File: src/rtl/calc_pkg.sv
// Shared types for the calculator command sequencer: command codes,
// calc_top status codes and the sequencer FSM states.
package calc_pkg;

  typedef logic [3:0] cmd_t;

  localparam cmd_t CMD_ADD   = 4'b1010;
  localparam cmd_t CMD_SUB   = 4'b1011;
  localparam cmd_t CMD_MUL   = 4'b1100;
  localparam cmd_t CMD_CLEAR = 4'b1101;
  localparam cmd_t CMD_EQ    = 4'b1110;
  localparam cmd_t CMD_IDLE  = 4'b1111;

  typedef enum logic [1:0] {
    STAT_READY    = 2'b00,
    STAT_BUSY     = 2'b01,
    STAT_ERROR    = 2'b10,
    STAT_OVERFLOW = 2'b11
  } status_t;

  typedef enum logic [1:0] {
    S_IDLE     = 2'b00,
    S_WAIT_RDY = 2'b01,
    S_DRIVE    = 2'b10,
    S_GAP      = 2'b11
  } state_t;

  // Error and overflow from the calculator both abort the queued sequence.
  function automatic logic is_fault(input status_t s);
    return (s == STAT_ERROR) || (s == STAT_OVERFLOW);
  endfunction

endpackage

File: src/rtl/calc_cmd_seq_if.sv
// Host/calculator-facing bus of the command sequencer. The master side is
// the host plus the calculator status source; the slave side is the sequencer.
interface calc_cmd_seq_if #(
  parameter int DEPTH = 8
);

  logic                     wr_en;
  logic [3:0]               wr_cmd;
  logic                     full;
  logic [$clog2(DEPTH):0]   count;
  logic [1:0]               status;
  logic [3:0]               cmd;
  logic                     active;
  logic                     done;
  logic                     err;
  logic [1:0]               err_code;

  modport master (
    output wr_en, wr_cmd, status,
    input  full, count, cmd, active, done, err, err_code
  );

  modport slave (
    input  wr_en, wr_cmd, status,
    output full, count, cmd, active, done, err, err_code
  );

endinterface

File: src/rtl/calc_cmd_fifo.sv
// Synchronous command FIFO. A flush empties it in one cycle and wins over any
// push or pop in the same cycle; a push while full is dropped.
module calc_cmd_fifo
  import calc_pkg::*;
#(
  parameter int DEPTH = 8
) (
  input  logic                   clock,
  input  logic                   reset,
  input  logic                   push,
  input  cmd_t                   din,
  input  logic                   pop,
  output cmd_t                   dout,
  input  logic                   flush,
  output logic                   full,
  output logic                   empty,
  output logic [$clog2(DEPTH):0] count
);

  localparam int AW = $clog2(DEPTH);
  localparam logic [AW:0] DEPTH_CNT = (AW + 1)'(DEPTH);

  cmd_t          mem [DEPTH];
  logic [AW-1:0] wr_ptr;
  logic [AW-1:0] rd_ptr;
  logic [AW:0]   occ;
  logic          do_push;
  logic          do_pop;

  assign full    = (occ == DEPTH_CNT);
  assign empty   = (occ == '0);
  assign count   = occ;
  assign dout    = mem[rd_ptr];
  assign do_push = push && !full && !flush;
  assign do_pop  = pop && !empty && !flush;

  // Storage array; contents are don't-care until written, so no reset.
  always_ff @(posedge clock) begin
    if (do_push) begin
      mem[wr_ptr] <= din;
    end
  end

  // Pointers wrap naturally because DEPTH is a power of two.
  always_ff @(posedge clock or posedge reset) begin
    if (reset) begin
      wr_ptr <= '0;
      rd_ptr <= '0;
      occ    <= '0;
    end else if (flush) begin
      wr_ptr <= '0;
      rd_ptr <= '0;
      occ    <= '0;
    end else begin
      if (do_push) begin
        wr_ptr <= wr_ptr + AW'(1);
      end
      if (do_pop) begin
        rd_ptr <= rd_ptr + AW'(1);
      end
      case ({do_push, do_pop})
        2'b10:   occ <= occ + (AW + 1)'(1);
        2'b01:   occ <= occ - (AW + 1)'(1);
        default: occ <= occ;
      endcase
    end
  end

endmodule

File: src/rtl/calc_cmd_seq.sv
// Command sequencer for calc_top: queues host commands and replays them one
// at a time, waiting for READY, holding each code then idling for a gap.
module calc_cmd_seq
  import calc_pkg::*;
#(
  parameter int DEPTH          = 8,
  parameter int HOLD_CYCLES    = 10,
  parameter int GAP_CYCLES     = 10,
  parameter int TIMEOUT_CYCLES = 1000
) (
  input  logic           clock,
  input  logic           reset,
  calc_cmd_seq_if.slave  bus
);

  localparam int PH_MAX = (HOLD_CYCLES > GAP_CYCLES) ? HOLD_CYCLES : GAP_CYCLES;
  localparam int PW     = $clog2(PH_MAX + 1);
  localparam int WW     = $clog2(TIMEOUT_CYCLES + 1);

  localparam logic [PW-1:0] HOLD_LAST = PW'(HOLD_CYCLES - 1);
  localparam logic [PW-1:0] GAP_LAST  = PW'(GAP_CYCLES - 1);
  localparam logic [WW-1:0] WAIT_LAST = WW'(TIMEOUT_CYCLES - 1);

  state_t                 state;
  state_t                 state_n;
  cmd_t                   cmd_q;
  cmd_t                   cmd_n;
  logic [PW-1:0]          ph_cnt;
  logic [PW-1:0]          ph_n;
  logic [WW-1:0]          wait_cnt;
  logic [WW-1:0]          wait_n;
  logic                   done_q;
  logic                   done_n;
  logic                   err_q;
  logic                   err_n;
  logic [1:0]             err_code_q;
  logic [1:0]             err_code_n;

  logic                   fifo_pop;
  logic                   fifo_flush;
  logic                   fifo_full;
  logic                   fifo_empty;
  logic [$clog2(DEPTH):0] fifo_count;
  cmd_t                   fifo_head;
  status_t                stat;

  assign stat = status_t'(bus.status);

  calc_cmd_fifo #(
    .DEPTH (DEPTH)
  ) u_fifo (
    .clock (clock),
    .reset (reset),
    .push  (bus.wr_en),
    .din   (cmd_t'(bus.wr_cmd)),
    .pop   (fifo_pop),
    .dout  (fifo_head),
    .flush (fifo_flush),
    .full  (fifo_full),
    .empty (fifo_empty),
    .count (fifo_count)
  );

  assign bus.full     = fifo_full;
  assign bus.count    = fifo_count;
  assign bus.cmd      = cmd_q;
  assign bus.active   = (state != S_IDLE);
  assign bus.done     = done_q;
  assign bus.err      = err_q;
  assign bus.err_code = err_code_q;

  // FSM state register.
  always_ff @(posedge clock or posedge reset) begin
    if (reset) begin
      state <= S_IDLE;
    end else begin
      state <= state_n;
    end
  end

  // Registered outputs and counters, so cmd only ever changes on a clock edge.
  always_ff @(posedge clock or posedge reset) begin
    if (reset) begin
      cmd_q      <= CMD_IDLE;
      ph_cnt     <= '0;
      wait_cnt   <= '0;
      done_q     <= 1'b0;
      err_q      <= 1'b0;
      err_code_q <= 2'b00;
    end else begin
      cmd_q      <= cmd_n;
      ph_cnt     <= ph_n;
      wait_cnt   <= wait_n;
      done_q     <= done_n;
      err_q      <= err_n;
      err_code_q <= err_code_n;
    end
  end

  // Next state, next registered outputs and FIFO control for the sequencer.
  always_comb begin
    state_n    = state;
    cmd_n      = cmd_q;
    ph_n       = ph_cnt;
    wait_n     = wait_cnt;
    done_n     = 1'b0;
    err_n      = 1'b0;
    err_code_n = err_code_q;
    fifo_pop   = 1'b0;
    fifo_flush = 1'b0;

    case (state)
      S_IDLE: begin
        cmd_n = CMD_IDLE;
        if (!fifo_empty) begin
          state_n = S_WAIT_RDY;
          wait_n  = '0;
        end
      end

      S_WAIT_RDY: begin
        cmd_n = CMD_IDLE;
        if (stat == STAT_READY) begin
          fifo_pop = 1'b1;
          cmd_n    = fifo_head;
          ph_n     = '0;
          wait_n   = '0;
          state_n  = S_DRIVE;
        end else if (is_fault(stat)) begin
          fifo_flush = 1'b1;
          err_n      = 1'b1;
          err_code_n = stat;
          wait_n     = '0;
          state_n    = S_IDLE;
        end else if (wait_cnt == WAIT_LAST) begin
          fifo_flush = 1'b1;
          err_n      = 1'b1;
          err_code_n = 2'b01;
          wait_n     = '0;
          state_n    = S_IDLE;
        end else begin
          wait_n = wait_cnt + WW'(1);
        end
      end

      S_DRIVE: begin
        if (ph_cnt == HOLD_LAST) begin
          ph_n    = '0;
          cmd_n   = CMD_IDLE;
          state_n = S_GAP;
        end else begin
          ph_n = ph_cnt + PW'(1);
        end
      end

      S_GAP: begin
        cmd_n = CMD_IDLE;
        if (ph_cnt == GAP_LAST) begin
          ph_n = '0;
          if (!fifo_empty) begin
            wait_n  = '0;
            state_n = S_WAIT_RDY;
          end else begin
            done_n  = 1'b1;
            state_n = S_IDLE;
          end
        end else begin
          ph_n = ph_cnt + PW'(1);
        end
      end

      default: begin
        cmd_n   = CMD_IDLE;
        state_n = S_IDLE;
      end
    endcase
  end

endmodule

File: src/flat_wrapper.sv
// flat-port wrapper written by rule: the top's interface ports become plain ports
module calc_cmd_seq_flat import calc_pkg::*;
#(
  parameter int DEPTH          = 8,
  parameter int HOLD_CYCLES    = 10,
  parameter int GAP_CYCLES     = 10,
  parameter int TIMEOUT_CYCLES = 1000
)
  (clock, reset, bus_wr_en, bus_wr_cmd, bus_status, bus_full, bus_count, bus_cmd, bus_active, bus_done, bus_err, bus_err_code);
  calc_cmd_seq_if #(.DEPTH(DEPTH)) bus_i ();
  input  logic clock;
  input  logic reset;
  input wire logic [$bits(bus_i.wr_en)-1:0] bus_wr_en;
  input wire logic [$bits(bus_i.wr_cmd)-1:0] bus_wr_cmd;
  input wire logic [$bits(bus_i.status)-1:0] bus_status;
  output wire logic [$bits(bus_i.full)-1:0] bus_full;
  output wire logic [$bits(bus_i.count)-1:0] bus_count;
  output wire logic [$bits(bus_i.cmd)-1:0] bus_cmd;
  output wire logic [$bits(bus_i.active)-1:0] bus_active;
  output wire logic [$bits(bus_i.done)-1:0] bus_done;
  output wire logic [$bits(bus_i.err)-1:0] bus_err;
  output wire logic [$bits(bus_i.err_code)-1:0] bus_err_code;
  assign bus_i.wr_en = bus_wr_en;
  assign bus_i.wr_cmd = bus_wr_cmd;
  assign bus_i.status = bus_status;
  assign bus_full = bus_i.full;
  assign bus_count = bus_i.count;
  assign bus_cmd = bus_i.cmd;
  assign bus_active = bus_i.active;
  assign bus_done = bus_i.done;
  assign bus_err = bus_i.err;
  assign bus_err_code = bus_i.err_code;
  calc_cmd_seq #(.DEPTH(DEPTH), .HOLD_CYCLES(HOLD_CYCLES), .GAP_CYCLES(GAP_CYCLES), .TIMEOUT_CYCLES(TIMEOUT_CYCLES)) u_core (.clock(clock), .reset(reset), .bus(bus_i));
endmodule
File: config.mk
export PLATFORM = sky130hd
export DESIGN_NAME = calc_cmd_seq_flat
export DESIGN_NICKNAME = d
export VERILOG_FILES = /design/src/rtl/calc_pkg.sv /design/src/rtl/calc_cmd_seq_if.sv /design/src/rtl/calc_cmd_fifo.sv /design/src/rtl/calc_cmd_seq.sv /design/src/flat_wrapper.sv
export SDC_FILE = /design/constraint.sdc
export NUM_CORES = 1
export LEC_CHECK = 0
export BUFFER_PORTS_ARGS = -buffer_cell sky130_fd_sc_hd__buf_2
export CAP_MARGIN = 20
export CORE_UTILIZATION = 59
export DETAILED_ROUTE_END_ITERATION = 16
export PLACE_DENSITY = 0.85
export SLEW_MARGIN = 20
export SYNTH_ARGS = -nofsm -noshare
export SYNTH_HDL_FRONTEND = slang
export SYNTH_SLANG_ARGS = --single-unit
File: constraint.sdc
create_clock -name clock -period 3.3 [get_ports clock]
set_input_delay 0.33 -clock clock [delete_from_list [all_inputs] [get_ports clock]]
set_output_delay 0.33 -clock clock [all_outputs]
set_load 0.01 [all_outputs]
## Yosys cells after proc, flatten, opt, wreduce, memory -nomap -nowiden

Memory sizes are Yosys's and may differ from the RTL's.
Cells that the tools add are included.

| storage, ports and cells | value |
|---|---|
| flip-flop bits (word level) | 34 |
| memory bits (writable) | 32 |
| input bits | 9 |
| output and inout bits | 14 |
| logic and storage cells | 96 |
| memories | 1 |

| operators by class | value |
|---|---|
| add/sub/neg operators | 6 |
| eq/ne operators | 15 |
| muxes and demuxes | 39 |
| bitwise logic cells | 1 |
| reduce and logical (&&, ||, !) cells | 24 |

Memories:

| name | words | bits a word | rd ports | clocked after memory_dff | write ports | line | RTL |
|---|---|---|---|---|---|---|---|
| u_core.u_fifo.mem | 8 | 4 | 1 | 0 | 1 | calc_cmd_fifo.sv:23 | `cmd_t mem [DEPTH];` |

Operators by type and width:

| kind | count |
|---|---|
| 10-bit 2-to-1 mux | 5 |
| 10-bit one-hot mux with 3 select lines | 1 |
| 4-bit 2-to-1 mux | 5 |
| 2-bit 2-to-1 mux | 8 |
| 4-bit one-hot mux with 2 select lines | 2 |
| 1-bit 2-to-1 mux | 12 |
| 3-bit 2-to-1 mux | 4 |
| 4-bit one-hot mux with 3 select lines | 1 |
| 10-bit by 1-bit adder with 10-bit output, second input constant | 1 |
| 10-bit == test, second input constant | 1 |
| 2-bit == test, second input constant | 5 |
| 2-bit nonzero test | 5 |
| 4-bit by 1-bit adder with 4-bit output, second input constant | 2 |
| 4-bit == test, second input constant | 2 |
| 2-bit one-hot mux with 4 select lines | 1 |
| 3-bit by 1-bit adder with 3-bit output, second input constant | 2 |
| 2-bit by 1-bit != test with 1-bit output, second input constant | 3 |
| 3-bit nonzero test | 2 |
| 2-bit by 1-bit == test with 1-bit output, second input constant | 2 |
| 1-bit logical AND | 4 |
| 2-bit logical NOT | 2 |
| 4-bit logical NOT | 1 |
| 4-bit by 1-bit != test with 1-bit output, second input constant | 1 |
| 2-bit AND reduction | 2 |
| other kinds (8) | 11 |

## Longest topological paths before layout

Gate-level depths: netlist (run 1).

| logic depth | value |
|---|---|
| depth in word-level cells | 10 |
| mapped depth | 11 |
| gate-level depth less buffers | 11 |

## Modules after synthesis

Synthesis (run 1) repeated with hierarchy kept, for this count alone.

| second synthesis, totals | value |
|---|---|
| cell total of the unflattened synthesis | 248 |
| area total of the unflattened synthesis | 3190.6 um2 |

By module, submodules not included:

| module | instances | cells an instance | area each (um2) | sequential area each (um2) |
|---|---|---|---|---|
| calc_cmd_fifo | 1 | 124 | 1929.4 | 1211.2 |
| calc_cmd_seq | 1 | 124 | 1261.2 | 605.6 |

## Worst setup path before layout (run 1)

Ideal clock, no wire load.

| timing path | value |
|---|---|
| path kind | reg-to-reg |
| from | reg u_core.u_fifo.occ[1] (netlist: u_core.u_fifo.count[1]) |
| to | reg u_core.u_fifo.occ[3] (netlist: u_core.u_fifo.count[3]) |
| library setup time | 121 ps |
| arrival time | 2665 ps |
| required time | 3179 ps |
| setup slack | 514 ps |
| stages on the path, launching flop included | 11 |
| path buffers | 1 |
| period minus slack after synthesis | 2786 ps |
| cells stage by stage | dfrtp_1 buf_6 or4b_1 nand2_1 o21bai_2 ha_1 ha_1 a31oi_1 o22ai_1 o31a_1 o22a_1 |

| on the way | value |
|---|---|
| longest elaborated chain between the ends | 7 |
| elaborated cells on any way between the ends | 15 |
| those cells by class | 2 x add/sub; 3 x eq/ne; 2 x mux; 8 x reduce/logical |

RTL lines:

| element | line | RTL |
|---|---|---|
| start: declaration | calc_cmd_fifo.sv:26 | `logic [AW:0] occ;` |
| start signal: assignment | calc_cmd_fifo.sv:62 | `2'b10: occ <= occ + (AW + 1)'(1);` |
| start signal: assignment | calc_cmd_fifo.sv:63 | `2'b01: occ <= occ - (AW + 1)'(1);` |
| 4-bit == test / 4-bit logical NOT (equally long branches) | calc_cmd_fifo.sv:30, calc_cmd_fifo.sv:31 |  |
| 1-bit logical NOT (on tied branches) | - |  |
| 1-bit logical AND (on tied branches) (2 in a row) | calc_cmd_fifo.sv:34, calc_cmd_fifo.sv:35 |  |
| 2-bit by 1-bit == test with 1-bit output / 2-bit == test (equally long branches) | calc_cmd_fifo.sv:61 | `case ({do_push, do_pop})` |
| 4-bit one-hot mux with 2 select lines | calc_cmd_fifo.sv:61 |  |
| 4-bit 2-to-1 mux | calc_cmd_fifo.sv:50 | `end else if (flush) begin` |

Parallel ways exist; a longest one is shown, timed or not.
A chain may end at the register's enable or synchronous reset.

## Worst setup path after layout (run 1)

Ends and elaborated chain as after synthesis.

==> results of run 1 <==
[power by group]
group	switching (uW)	leakage (uW)	internal, uW
sequential	227	0.000722	1040
combinational	402	0.000554	396
clock	344	0.000105	362
total	973	0.00138	1800
[worst max-delay path, stage by stage (launching register included)]
cell and delay (ns):
dfrtp_1 0.49, or4b_1 0.62, nand2_1 0.16, o21bai_2 0.23, ha_1 0.31, ha_1 0.31
a31oi_1 0.19, o22ai_1 0.11, o31a_1 0.24, o22a_1 0.17
[worst max path at each step]
stage                     slack [ns]              startpoint                endpoint
after detailed placement        0.40  u_core.u_fifo.count[1]  u_core.u_fifo.count[3]
after global routing            0.09  u_core.u_fifo.count[1]  u_core.u_fifo.count[3]
after floorplan                 0.51  u_core.u_fifo.count[1]  u_core.u_fifo.count[3]
after CTS                       0.35  u_core.u_fifo.count[0]  u_core.u_fifo.count[3]
after global placement          0.50  u_core.u_fifo.count[0]  u_core.u_fifo.count[3]
final                           0.35  u_core.u_fifo.count[1]  u_core.u_fifo.count[3]
[flip-flops by register name, indices dropped and copies added, names as in the netlist, named ones only]
register and count:
u_core.u_fifo.mem 32, u_core.wait_cnt 10, u_core.bus.cmd 4, u_core.ph_cnt 4, u_core.u_fifo.count 4, u_core.u_fifo.rd_ptr 3
u_core.u_fifo.wr_ptr 3, u_core.bus.err_code 2, u_core.bus.done 1, u_core.bus.err 1, u_core.state 1
[cell usage in the layout, fill, tap and decap left out, drive strengths merged, types with 3 or more instances in the layout]
master  netlist  final
ha            7      7
o21ai        11     11
buf           8     29
clkbuf        5      9
mux2i         8      8
nand2        11     11
xor2          5      5
a221o         7      7
nor2         16     16
nor4b         4      4
mux4          8      8
nor3          7      7
nand3        11     11
a21oi        10     10
dfstp         4      4
nor4          9      9
edfxtp       32     32
inv           8     12
or2           3      3
and2          6      6
dfrtp        30     30
[logic make-up (layout without fill, tap and decap cells)]
group                      after synthesis  after routing  share of synthesized area
and+or+nand+nor                         81             81                     0.1474
DFF                                     66             66                     0.5769
AOI/OAI and AO/OA                       47             47                     0.1113
buffers and inverters                   21             53                    0.03099
muxes                                   17             17                    0.08621
adders and majority gates                7              7                    0.02781
xor gates and xnor gates                 7              7                    0.01947
[final cells by class]
| type | instances | area, um2 | area share |
|---|---|---|---|
| clock inverter | 7 | 82.58 | 0.02334 |
| inverter | 8 | 30.03 | 0.008487 |
| tap | 70 | 87.58 | 0.02475 |
| timing repair buffer | 29 | 162.7 | 0.04597 |
| multi-input combinational | 159 | 1235 | 0.3490 |
| sequential | 66 | 1817 | 0.5134 |
| clock buffer | 9 | 123.9 | 0.03501 |
[per-stage QoR]
step / util / total power, uW
after floorplan: - / 1869
after detailed placement: 0.6482 / 2073
after CTS: 0.6884 / 2783
after global routing: 0.6884 / 2943
final: 0.6884 / 2771
after global placement: 0.6482 / 2026
[metal layers]
layer  global-route usage  wire length [um]  up-vias
li1                     -                 -     1000
met1               0.3008              2539     1055
met2               0.3604              2815       52
met3              0.06426               227        8
met4              0.08595                81        0
met5                    0                 0        -
==> summary.json, run 1 <==
{
  "via_count": 2115,
  "detailedPlacementHpwl_um": 3824,
  "synthesis.nets": 262,
  "criticalPathCategory": "flip-flop to flip-flop",
  "ant_nets": 0,
  "postSynthCellCount": 246,
  "avgRoutedWirePerCell_um": 16.27,
  "nNetsFinal": 289,
  "htreeDepth": 3,
  "cts_tree": "yes",
  "detail_route.drc_violations": 0,
  "slew_headroom": 0.3392,
  "startpoint_of_the_worst_register_to_register_path": "u_core.u_fifo.count[1]",
  "postCtsSetupBuffers": 0,
  "mappedNetlistArea_um2": 3149,
  "pre_cts_slack_ns": 0.3961,
  "n_fill_cell": 390,
  "num_io_pins": 23,
  "ys_top_cells_by_count": "32 x edfxtp_1, 30 x dfrtp_1, 15 x nor2_1, 11 x nand2_1, 11 x nand3_1",
  "antenna_diode_count": 0,
  "clk_pin_slew_worst_paths_ns": 0.08,
  "setup_total_negative_slack_ns": 0,
  "seq_total_area_yosys": 0.5769,
  "coreArea_um2": 5140,
  "final_critical_path_time_including_i_o_delays_and_setup_ns": 2.952,
  "ctsLongestPathBuffers": 2,
  "r2r_cell_count": 9,
  "max_clock_freq_ghz": 0.3388,
  "setup_violators_final": 0,
  "dp.cells": 332,
  "cts_made_buffers": 9,
  "track_usage": 0.2275,
  "cts_root_buffer": "clkbuf_8",
  "final_critical_path_setup_slack_ns": 0.3482,
  "totalWireLength_um": 5663,
  "setup.reg_to_reg.worst_slack_ns": 0.35,
  "hold-worst-slack_ns": 0.05853,
  "routed_via_density": 6.078,
  "die_x_um": 75.06,
  "floorplan.initialDensity": 0.6127,
  "synth_most_common_cell": "edfxtp_1",
  "cap_violations": 0,
  "clkLatencyLatePin_ns": 0.34,
  "area_delta_synth_final_pct": 12.36,
  "cts_sink_count": 66,
  "yosys_warnings": 0,
  "syn_avg_cell_area_um2": 12.80,
  "r2r-end": "u_core.u_fifo.count[3]",
  "ys_top_cells_by_area": "edfxtp_1 31%, dfrtp_1 24%, mux4_2 5.7%",
  "crit_arrival_ns": 3.18,
  "grt_remaining_overflow": 0,
  "worst_setup_end_kind": "flip-flop",
  "timing_hold_violations_final": 0,
  "floorplan.rows": 26,
  "run_status": "completed",
  "critPathLaunchType": "flip-flop",
  "post_synth_num_cell_types": 56,
  "die-area_um2": 5634,
  "antenna_found_initial": 0,
  "grt_first_pass_wirelength_um": 9246,
  "final_design_area_no_fill_um2": 3538,
  "yosys_register_bits": 66,
  "rsz0062_at_grt": "false",
  "dpl_cell_area_um2": 3332,
  "final_cell_count_no_fill": 348,
  "layout_cells_sized_above_1": 0.2770,
  "chipHeight_um": 75.06,
  "yosysTopAreaCellShare": 0.3051,
  "critical_path_required_ns": 3.53,
  "timing_worst_slew_pin_value_ns": 0.9821,
  "power_density_nw_per_um2": 783.1,
  "worst_ir_drop_on_vdd_uv": 552.6,
  "dr.pass1.iters": 4,
  "synth_async_sr_flop_share": 0.5152,
  "cts_hold_buf": 0,
  "grt_max_degree": 35,
  "placement.io_buffers": 22,
  "timing.final.max_slew_violations": 0,
  "post_route_fraction_of_the_period_consumed_by_the_critical_path": 0.8945,
  "number_of_global_route_vias_before_repair": 1955,
  "min_path_type": "primary input to async pin",
  "post_cts_gate_resize_count": 0,
  "initialDrtViolationCount": 116,
  "synth_largest_area_cell": "edfxtp_1",
  "globalplace.congestion": 0.7837,
  "synth_top_flop_cell": "edfxtp_1",
  "synth_enable_flop_cells": 32,
  "skew_ns": 0.003731,
  "critPathMaxFanout": 10,
  "power.leakage_uw": 0.001382
}
Power figures use the tool's default switching activity.
==> run 2, diff against run 1 <==
Settings changed: REMOVE_ABC_BUFFERS set to 1.
==> summary.json, run 2 (synthesized netlist as in run 1, its figures left out) <==
{
  "critPathMaxFanout": {"value": 10, "change": "unchanged"},
  "grt_remaining_overflow": {"value": 0, "change": "unchanged"},
  "max_clock_freq": {"value": 0.3320, "unit": "GHz", "change": "-2.0%"},
  "worst_ir_drop_on_vdd": {"value": 489.4, "unit": "uV", "change": "-11%"},
  "crit_arrival": {"value": 3.24, "unit": "ns", "change": "+0.06 ns"},
  "power_density": {"value": 791.4, "unit": "nW/um2", "change": "+1.1%"},
  "timing.final.max_slew_violations": {"value": 0, "change": "unchanged"},
  "rsz0062_at_grt": "false",
  "setup_total_negative_slack": {"value": 0, "unit": "ns", "change": "unchanged"},
  "cts_root_buffer": "clkbuf_8",
  "clkLatencyLatePin": {"value": 0.34, "unit": "ns", "change": "about the same"},
  "layout_cells_sized_above_1": {"value": 0.2821, "change": "+0.005164"},
  "cts_tree": "yes",
  "critPathLaunchType": "flip-flop",
  "commonest_non_fill_non_tap_cell_in_the_layout": "edfxtp_1",
  "die-area": {"value": 5634, "unit": "um2", "change": "unchanged"},
  "sequential_cell_area": {"value": 1817, "unit": "um2", "change": "unchanged"},
  "min_path_type": "primary input to async pin",
  "htreeDepth": {"value": 3, "change": "unchanged"},
  "final_cell_count_no_fill": {"value": 350, "change": "+0.57%"},
  "dr.pass1.iters": {"value": 4, "change": "unchanged"},
  "largest_reg_flops": {"value": 32, "change": "unchanged"},
  "postCtsSetupBuffers": {"value": 0, "change": "unchanged"},
  "hold-worst-slack": {"value": 0.1305, "unit": "ns", "change": "+0.07192 ns"},
  "timing_worst_slew_pin_value": {"value": 0.7990, "unit": "ns", "change": "-0.1831 ns"},
  "multi_input_comb_area": {"value": 1235, "unit": "um2", "change": "unchanged"},
  "coreArea": {"value": 5140, "unit": "um2", "change": "unchanged"},
  "chipHeight": {"value": 75.06, "unit": "um", "change": "unchanged"},
  "criticalPathCategory": "flip-flop to flip-flop",
  "post_route_fraction_of_the_period_consumed_by_the_critical_path": {"value": 0.9128, "change": "+0.01834"},
  "register_with_the_highest_flop_count": "u_core.u_fifo.mem",
  "reg.largest.list": "u_core.u_fifo.mem (32), u_core.wait_cnt (10)",
  "power_frac_comb": {"value": 0.285, "change": "-0.003"},
  "antenna_found_initial": {"value": 0, "change": "unchanged"},
  "pre_cts_slack": {"value": 0.3536, "unit": "ns", "change": "-0.04253 ns"},
  "placement.io_buffers": {"value": 22, "change": "unchanged"},
  "power.sequential.fraction": {"value": 0.449, "change": "-0.008"},
  "dp.cells": {"value": 334, "change": "+0.60%"},
  "cts_made_buffers": {"value": 9, "change": "unchanged"},
  "clk_pin_slew_worst_paths": {"value": 0.07, "unit": "ns", "change": "about the same"},
  "detail_route.drc_violations": {"value": 0, "change": "unchanged"},
  "globalplace.congestion": {"value": 0.9683, "change": "+24%"},
  "floorplan.initialDensity": {"value": 0.6127, "change": "unchanged"},
  "run_status": "completed",
  "setup_violators_final": {"value": 0, "change": "unchanged"},
  "worst_setup_end_kind": "flip-flop",
  "cts_sink_count": {"value": 66, "change": "unchanged"},
  "power.leakage": {"value": 0.001399, "unit": "uW", "change": "+1.3%"},
  "setup.reg_to_reg.worst_slack": {"value": 0.29, "unit": "ns", "change": "-0.06 ns"},
  "switch_share": {"value": 0.3331, "change": "-0.01809"},
  "slew_headroom": {"value": 0.4668, "change": "+0.1275"},
  "num_io_pins": {"value": 23, "change": "unchanged"},
  "area_delta_synth_final_pct": 13.51,
  "switching_power": {"value": 942.3, "unit": "uW", "change": "-3.2%"},
  "skew": {"value": 0.008603, "unit": "ns", "change": "+0.004871 ns"},
  "p_int": {"value": 1887, "unit": "uW", "change": "+4.9%"},
  "grt_max_degree": {"value": 21, "change": "-40%"},
  "startpoint_of_the_worst_register_to_register_path": "u_core.u_fifo.count[1]",
  "critical_path_required": {"value": 3.53, "unit": "ns", "change": "about the same"},
  "clock_power_share": {"value": 0.267, "change": "+0.012"},
  "timing_hold_violations_final": {"value": 0, "change": "unchanged"},
  "cap_violations": {"value": 0, "change": "unchanged"},
  "final_critical_path_time_including_i_o_delays_and_setup": {"value": 3.012, "unit": "ns", "change": "+0.06053 ns"},
  "track_usage": {"value": 0.2400, "change": "+0.01250"},
  "grt_first_pass_wirelength": {"value": 9528, "unit": "um", "change": "+3.0%"},
  "detailedPlacementHpwl": {"value": 4066, "unit": "um", "change": "+6.3%"},
  "initialDrtViolationCount": {"value": 170, "change": "+47%"},
  "totalWireLength": {"value": 5982, "unit": "um", "change": "+5.6%"},
  "ant_nets": {"value": 0, "change": "unchanged"},
  "number_of_global_route_vias_before_repair": {"value": 1912, "change": "-2.2%"},
  "avgRoutedWirePerCell": {"value": 17.09, "unit": "um", "change": "+5.0%"},
  "antenna_diode_count": {"value": 0, "change": "unchanged"},
  "routed_via_density": {"value": 6.026, "change": "-0.85%"},
  "n_fill_cell": {"value": 373, "change": "-4.4%"},
  "post_cts_gate_resize_count": {"value": 0, "change": "unchanged"},
  "final_critical_path_setup_slack": {"value": 0.2877, "unit": "ns", "change": "-0.06053 ns"},
  "floorplan.rows": {"value": 26, "change": "unchanged"},
  "layout.cells.most_common_list": "32 x edfxtp_1, 30 x dfrtp_1, 22 x buf_2, 15 x nor2_1",
  "die_x": {"value": 75.06, "unit": "um", "change": "unchanged"},
  "startpoint": "u_core.u_fifo.count[1]",
  "ctsLongestPathBuffers": {"value": 2, "change": "unchanged"},
  "nNetsFinal": {"value": 291, "change": "+0.69%"},
  "cts_hold_buf": {"value": 0, "change": "unchanged"},
  "via_count": {"value": 2109, "change": "-0.28%"}
}
==> run 2: path summary, 6_finish.rpt <==
| check | end | depth (start not counted) |
|---|---|---|
| worst max register to register | u_core.u_fifo.count[3] | 9 |
| min in group clock | u_core.u_fifo.wr_ptr[1] | 3 |
| worst min register to register | u_core.bus.cmd[1] | 2 |
| worst min-delay path | u_core.u_fifo.count[3] | 2 |
| worst max-delay path | u_core.u_fifo.count[3] | 9 |
| max in group asynchronous | u_core.bus.cmd[1] | 3 |
==> run 2: final cells by class <==
class	count	share of cell area
sequential	66	0.5082
clock inverter	6	0.02520
tap	70	0.02450
clock buffer	10	0.03850
timing repair buffer	31	0.04970
inverter	8	0.008400
multi-input combinational	159	0.3455
==> run 2: power by group through the flow <==
stage	Combinational (uW)	Sequential, uW	Clock, uW
2_1_floorplan	563	1250	0
4_1_cts	810	1270	763
6_report	805	1270	755
3_5_place_dp	804	1280	0
3_3_place_gp	778	1260	0
5_1_grt	884	1300	795
==> run 2: routing by layer <==
| metal | vias to the layer above | share of wire | global-route usage | wire [um] |
|---|---|---|---|---|
| met1 | 1039 | 0.44 | 0.3327 | 2646 |
| met2 | 59 | 0.48 | 0.3624 | 2898 |
| met5 | - | 0 | 0 | 0 |
| li1 | 999 | - | - | - |
| met3 | 12 | 0.055 | 0.04819 | 328 |
| met4 | 0 | 0.018 | 0.1237 | 108 |
==> run 2: critical path, cell delays in order (launching register included) <==
cell      delay [ns]
dfrtp_1         0.48
or4b_1          0.61
nand2_1         0.16
o21bai_2        0.23
ha_1            0.34
ha_1            0.32
a31oi_1         0.21
o22ai_1         0.12
o31a_1          0.25
o22a_1          0.18
==> run 2: per-stage QoR <==
stage / power, uW / cell area [um2] / util
global placement: 2041 / 3347 / 0.6512
CTS: 2843 / 3575 / 0.6955
finish: 2829 / 3575 / 0.6955
detailed placement: 2085 / 3347 / 0.6512
floorplan: 1811 / 3082 / -
global route: 2977 / 3575 / 0.6955
==> run 3, diff against run 2 <==
Settings changed: CORE_UTILIZATION 59 to 60, PLACE_DENSITY 0.85 to 0.86, SLEW_MARGIN 20 to unset.
Clock period 3.3 ns to 3.6 ns, I/O delays scaled along.
==> summary.json, run 3 (synthesized netlist as in run 1, its figures left out) <==
{
  "cap_violations": {"value": 0, "change": "unchanged"},
  "dr.pass1.iters": {"value": 4, "change": "unchanged"},
  "register_with_the_highest_flop_count": "u_core.u_fifo.mem",
  "cell_at_the_slowest_stage_of_the_critical_path": "or4b_1",
  "htreeDepth": {"value": 3, "change": "unchanged"},
  "globalplace.congestion": {"value": 0.8551, "change": "-12%"},
  "switch_share": {"value": 0.3277, "change": "-0.005445"},
  "skew": {"value": 0.006348, "unit": "ns", "change": "-0.002255 ns"},
  "number_of_global_route_vias_before_repair": {"value": 1946, "change": "+1.8%"},
  "totalWireLength": {"value": 5743, "unit": "um", "change": "-4.0%"},
  "cts_sink_count": {"value": 66, "change": "unchanged"},
  "n_fill_cell": {"value": 368, "change": "-1.3%"},
  "clk_pin_slew_worst_paths": {"value": 0.07, "unit": "ns", "change": "about the same"},
  "critPathLaunchType": "flip-flop",
  "ant_nets": {"value": 0, "change": "unchanged"},
  "avgRoutedWirePerCell": {"value": 16.46, "unit": "um", "change": "-3.7%"},
  "clkLatencyLatePin": {"value": 0.34, "unit": "ns", "change": "about the same"},
  "power_frac_comb": {"value": 0.276, "change": "-0.009"},
  "critical_path_required": {"value": 3.83, "unit": "ns", "change": "+0.30 ns"},
  "nNetsFinal": {"value": 290, "change": "-0.34%"},
  "critPathMaxFanout": {"value": 10, "change": "unchanged"},
  "grt_most_used_layer": "met2",
  "postCtsSetupBuffers": {"value": 0, "change": "unchanged"},
  "setup.reg_to_reg.worst_slack": {"value": 0.60, "unit": "ns", "change": "+0.31 ns"},
  "final_critical_path_time_including_i_o_delays_and_setup": {"value": 3.001, "unit": "ns", "change": "-0.01128 ns"},
  "grt_max_degree": {"value": 26, "change": "+24%"},
  "setup_total_negative_slack": {"value": 0, "unit": "ns", "change": "unchanged"},
  "r2r_cell_count": {"value": 9, "change": "unchanged"},
  "post_cts_gate_resize_count": {"value": 0, "change": "unchanged"},
  "routed_via_density": {"value": 5.940, "change": "-1.4%"},
  "layout_cells_sized_above_1": {"value": 0.2796, "change": "-0.002573"},
  "coreArea": {"value": 5075, "unit": "um2", "change": "-1.3%"},
  "cts_made_buffers": {"value": 9, "change": "unchanged"},
  "ctsLongestPathBuffers": {"value": 2, "change": "unchanged"},
  "slew_headroom": {"value": 0.3891, "change": "-0.07766"},
  "detailedPlacementHpwl": {"value": 3936, "unit": "um", "change": "-3.2%"},
  "timing_hold_violations_final": {"value": 0, "change": "unchanged"},
  "criticalPathCategory": "flip-flop to flip-flop",
  "startpoint_of_the_worst_register_to_register_path": "u_core.u_fifo.count[0]",
  "worst_path_largest_cell_delay": {"value": 0.63, "unit": "ns", "change": "+0.02 ns"},
  "setup_violators_final": {"value": 0, "change": "unchanged"},
  "timing.final.max_slew_violations": {"value": 0, "change": "unchanged"},
  "rsz0062_at_grt": "false",
  "worst_ir_drop_on_vdd": {"value": 495.8, "unit": "uV", "change": "+1.3%"},
  "min_path_type": "primary input to async pin",
  "path_common_cell": "ha_1",
  "floorplan.rows": {"value": 26, "change": "unchanged"},
  "cts_hold_buf": {"value": 0, "change": "unchanged"},
  "initialDrtViolationCount": {"value": 182, "change": "+7.1%"},
  "die_x": {"value": 74.45, "unit": "um", "change": "-0.81%"},
  "clock_power_share": {"value": 0.281, "change": "+0.014"},
  "grt.met1_usage": {"value": 0.3096, "change": "-0.02312"},
  "reg.largest.list": "u_core.u_fifo.mem (32), u_core.wait_cnt (10)",
  "antenna_found_initial": {"value": 0, "change": "unchanged"},
  "run_status": "completed",
  "antenna_diode_count": {"value": 0, "change": "unchanged"},
  "power.leakage": {"value": 0.001406, "unit": "uW", "change": "+0.50%"},
  "cts_root_buffer": "clkbuf_8",
  "floorplan.initialDensity": {"value": 0.6206, "change": "+0.007855"},
  "post_route_fraction_of_the_period_consumed_by_the_critical_path": {"value": 0.8336, "change": "-0.07920"},
  "commonest_non_fill_non_tap_cell_in_the_layout": "edfxtp_1",
  "power.sequential.fraction": {"value": 0.442, "change": "-0.007"},
  "area_delta_synth_final_pct": 13.75,
  "grt_remaining_overflow": {"value": 0, "change": "unchanged"},
  "r2r-end": "u_core.u_fifo.count[3]",
  "track_usage": {"value": 0.2338, "change": "-0.006111"},
  "layout.cells.most_common_list": "32 x edfxtp_1, 30 x dfrtp_1, 22 x buf_2, 15 x nor2_1",
  "final_util": {"value": 0.7059, "change": "+0.01040"},
  "power_density": {"value": 734.4, "unit": "nW/um2", "change": "-7.2%"},
  "via_count": {"value": 2073, "change": "-1.7%"},
  "met3_usage": {"value": 0.06504, "change": "+0.01685"},
  "crit_path_cell_trace": "or4b_1, nand2_1, o21bai_2, ha_1, ha_1, a31oi_1, o22ai_1, o31a_1, o22a_1",
  "placement.io_buffers": {"value": 22, "change": "unchanged"},
  "detail_route.drc_violations": {"value": 0, "change": "unchanged"},
  "totalPowerFinal": {"value": 2631, "unit": "uW", "change": "-7.0%"},
  "p_int": {"value": 1769, "unit": "uW", "change": "-6.3%"},
  "crit_arrival": {"value": 3.23, "unit": "ns", "change": "about the same"},
  "worst_setup_end_kind": "flip-flop",
  "gr-usage-met2": {"value": 0.3664, "change": "+0.004004"},
  "die-area": {"value": 5543, "unit": "um2", "change": "-1.6%"},
  "switching_power": {"value": 861.9, "unit": "uW", "change": "-8.5%"},
  "timing_worst_slew_pin_value": {"value": 0.9154, "unit": "ns", "change": "+0.1164 ns"},
  "chipHeight": {"value": 74.45, "unit": "um", "change": "-0.81%"},
  "grt_first_pass_wirelength": {"value": 9218, "unit": "um", "change": "-3.3%"},
  "cts_tree": "yes",
  "largest_reg_flops": {"value": 32, "change": "unchanged"},
  "max_clock_freq": {"value": 0.3332, "unit": "GHz", "change": "+0.38%"},
  "num_io_pins": {"value": 23, "change": "unchanged"}
}
## run 3: cell types whose count changed in the layout (fill, tap and decap cells not counted)
cell / previous run / this run
clkinvlp_4: 1 / 0
clkbuf_2: 0 / 1
clkbuf_16: 0 / 1
inv_6: 0 / 1
clkinv_4: 2 / 1
buf_4: 9 / 7
## run 3: routing by layer
metal	share of wire	up-vias
met2	0.48	52
met1	0.46	1014
met3	0.049	9
met4	0.016	0
met5	0	-
li1	-	998
## run 3: how the worst max path moves through the flow
stage,from,to,slack [ns],cells past startpoint
3_3_place_gp,u_core.u_fifo.count[1],u_core.u_fifo.count[3],0.79,9
6_report,u_core.u_fifo.count[0],u_core.u_fifo.count[3],0.60,9
4_1_cts,u_core.u_fifo.count[0],u_core.u_fifo.count[3],0.66,9
3_5_place_dp,u_core.u_fifo.count[0],u_core.u_fifo.count[3],0.69,9
2_1_floorplan,u_core.u_fifo.count[0],u_core.u_fifo.count[3],0.86,9
5_1_grt,u_core.u_fifo.count[0],u_core.u_fifo.count[3],0.44,9
## run 3: through the flow
| step | setup slack (ns) | cells | hold WS [ns] | area [um2] |
|---|---|---|---|---|
| finish | 0.5990 | 349 | 0.2104 | 3582 |
| global route | 0.4417 | 349 | 0.3003 | 3582 |
| CTS | 0.6574 | 348 | 0.2401 | 3577 |
| detailed placement | 0.6861 | 332 | 0.4953 | 3332 |
| global placement | 0.7881 | 332 | 0.4937 | 3332 |
| floorplan | 0.8573 | 233 | 0.4589 | 3082 |
## run 3: cell type report
class                   instances  area, um2  area share
flip-flops and latches         66       1817      0.5072
multi-input cells             159       1235      0.3447
repair buffers                 30      167.7     0.04680
clock buffers                  11      162.7     0.04541
well taps                      70      87.58     0.02445
clock inverters                 5      82.58     0.02305
inverters                       8      30.03    0.008383
## run 3: worst max-delay path: cells and delay by family, from the launching register on
kind	cells	cell delay, ns
AOI/OAI and AO/OA	5	0.99
and+or+nand+nor	2	0.77
adders and majority gates	2	0.64
DFF	1	0.48
## run 3: power groups by stage
stage,registers [uW],clock network (uW),logic [uW]
finish,1160,740,727
global route,1190,777,815
CTS,1160,748,728
floorplan,1140,0,516
global placement,1160,0,706
detailed placement,1170,0,724
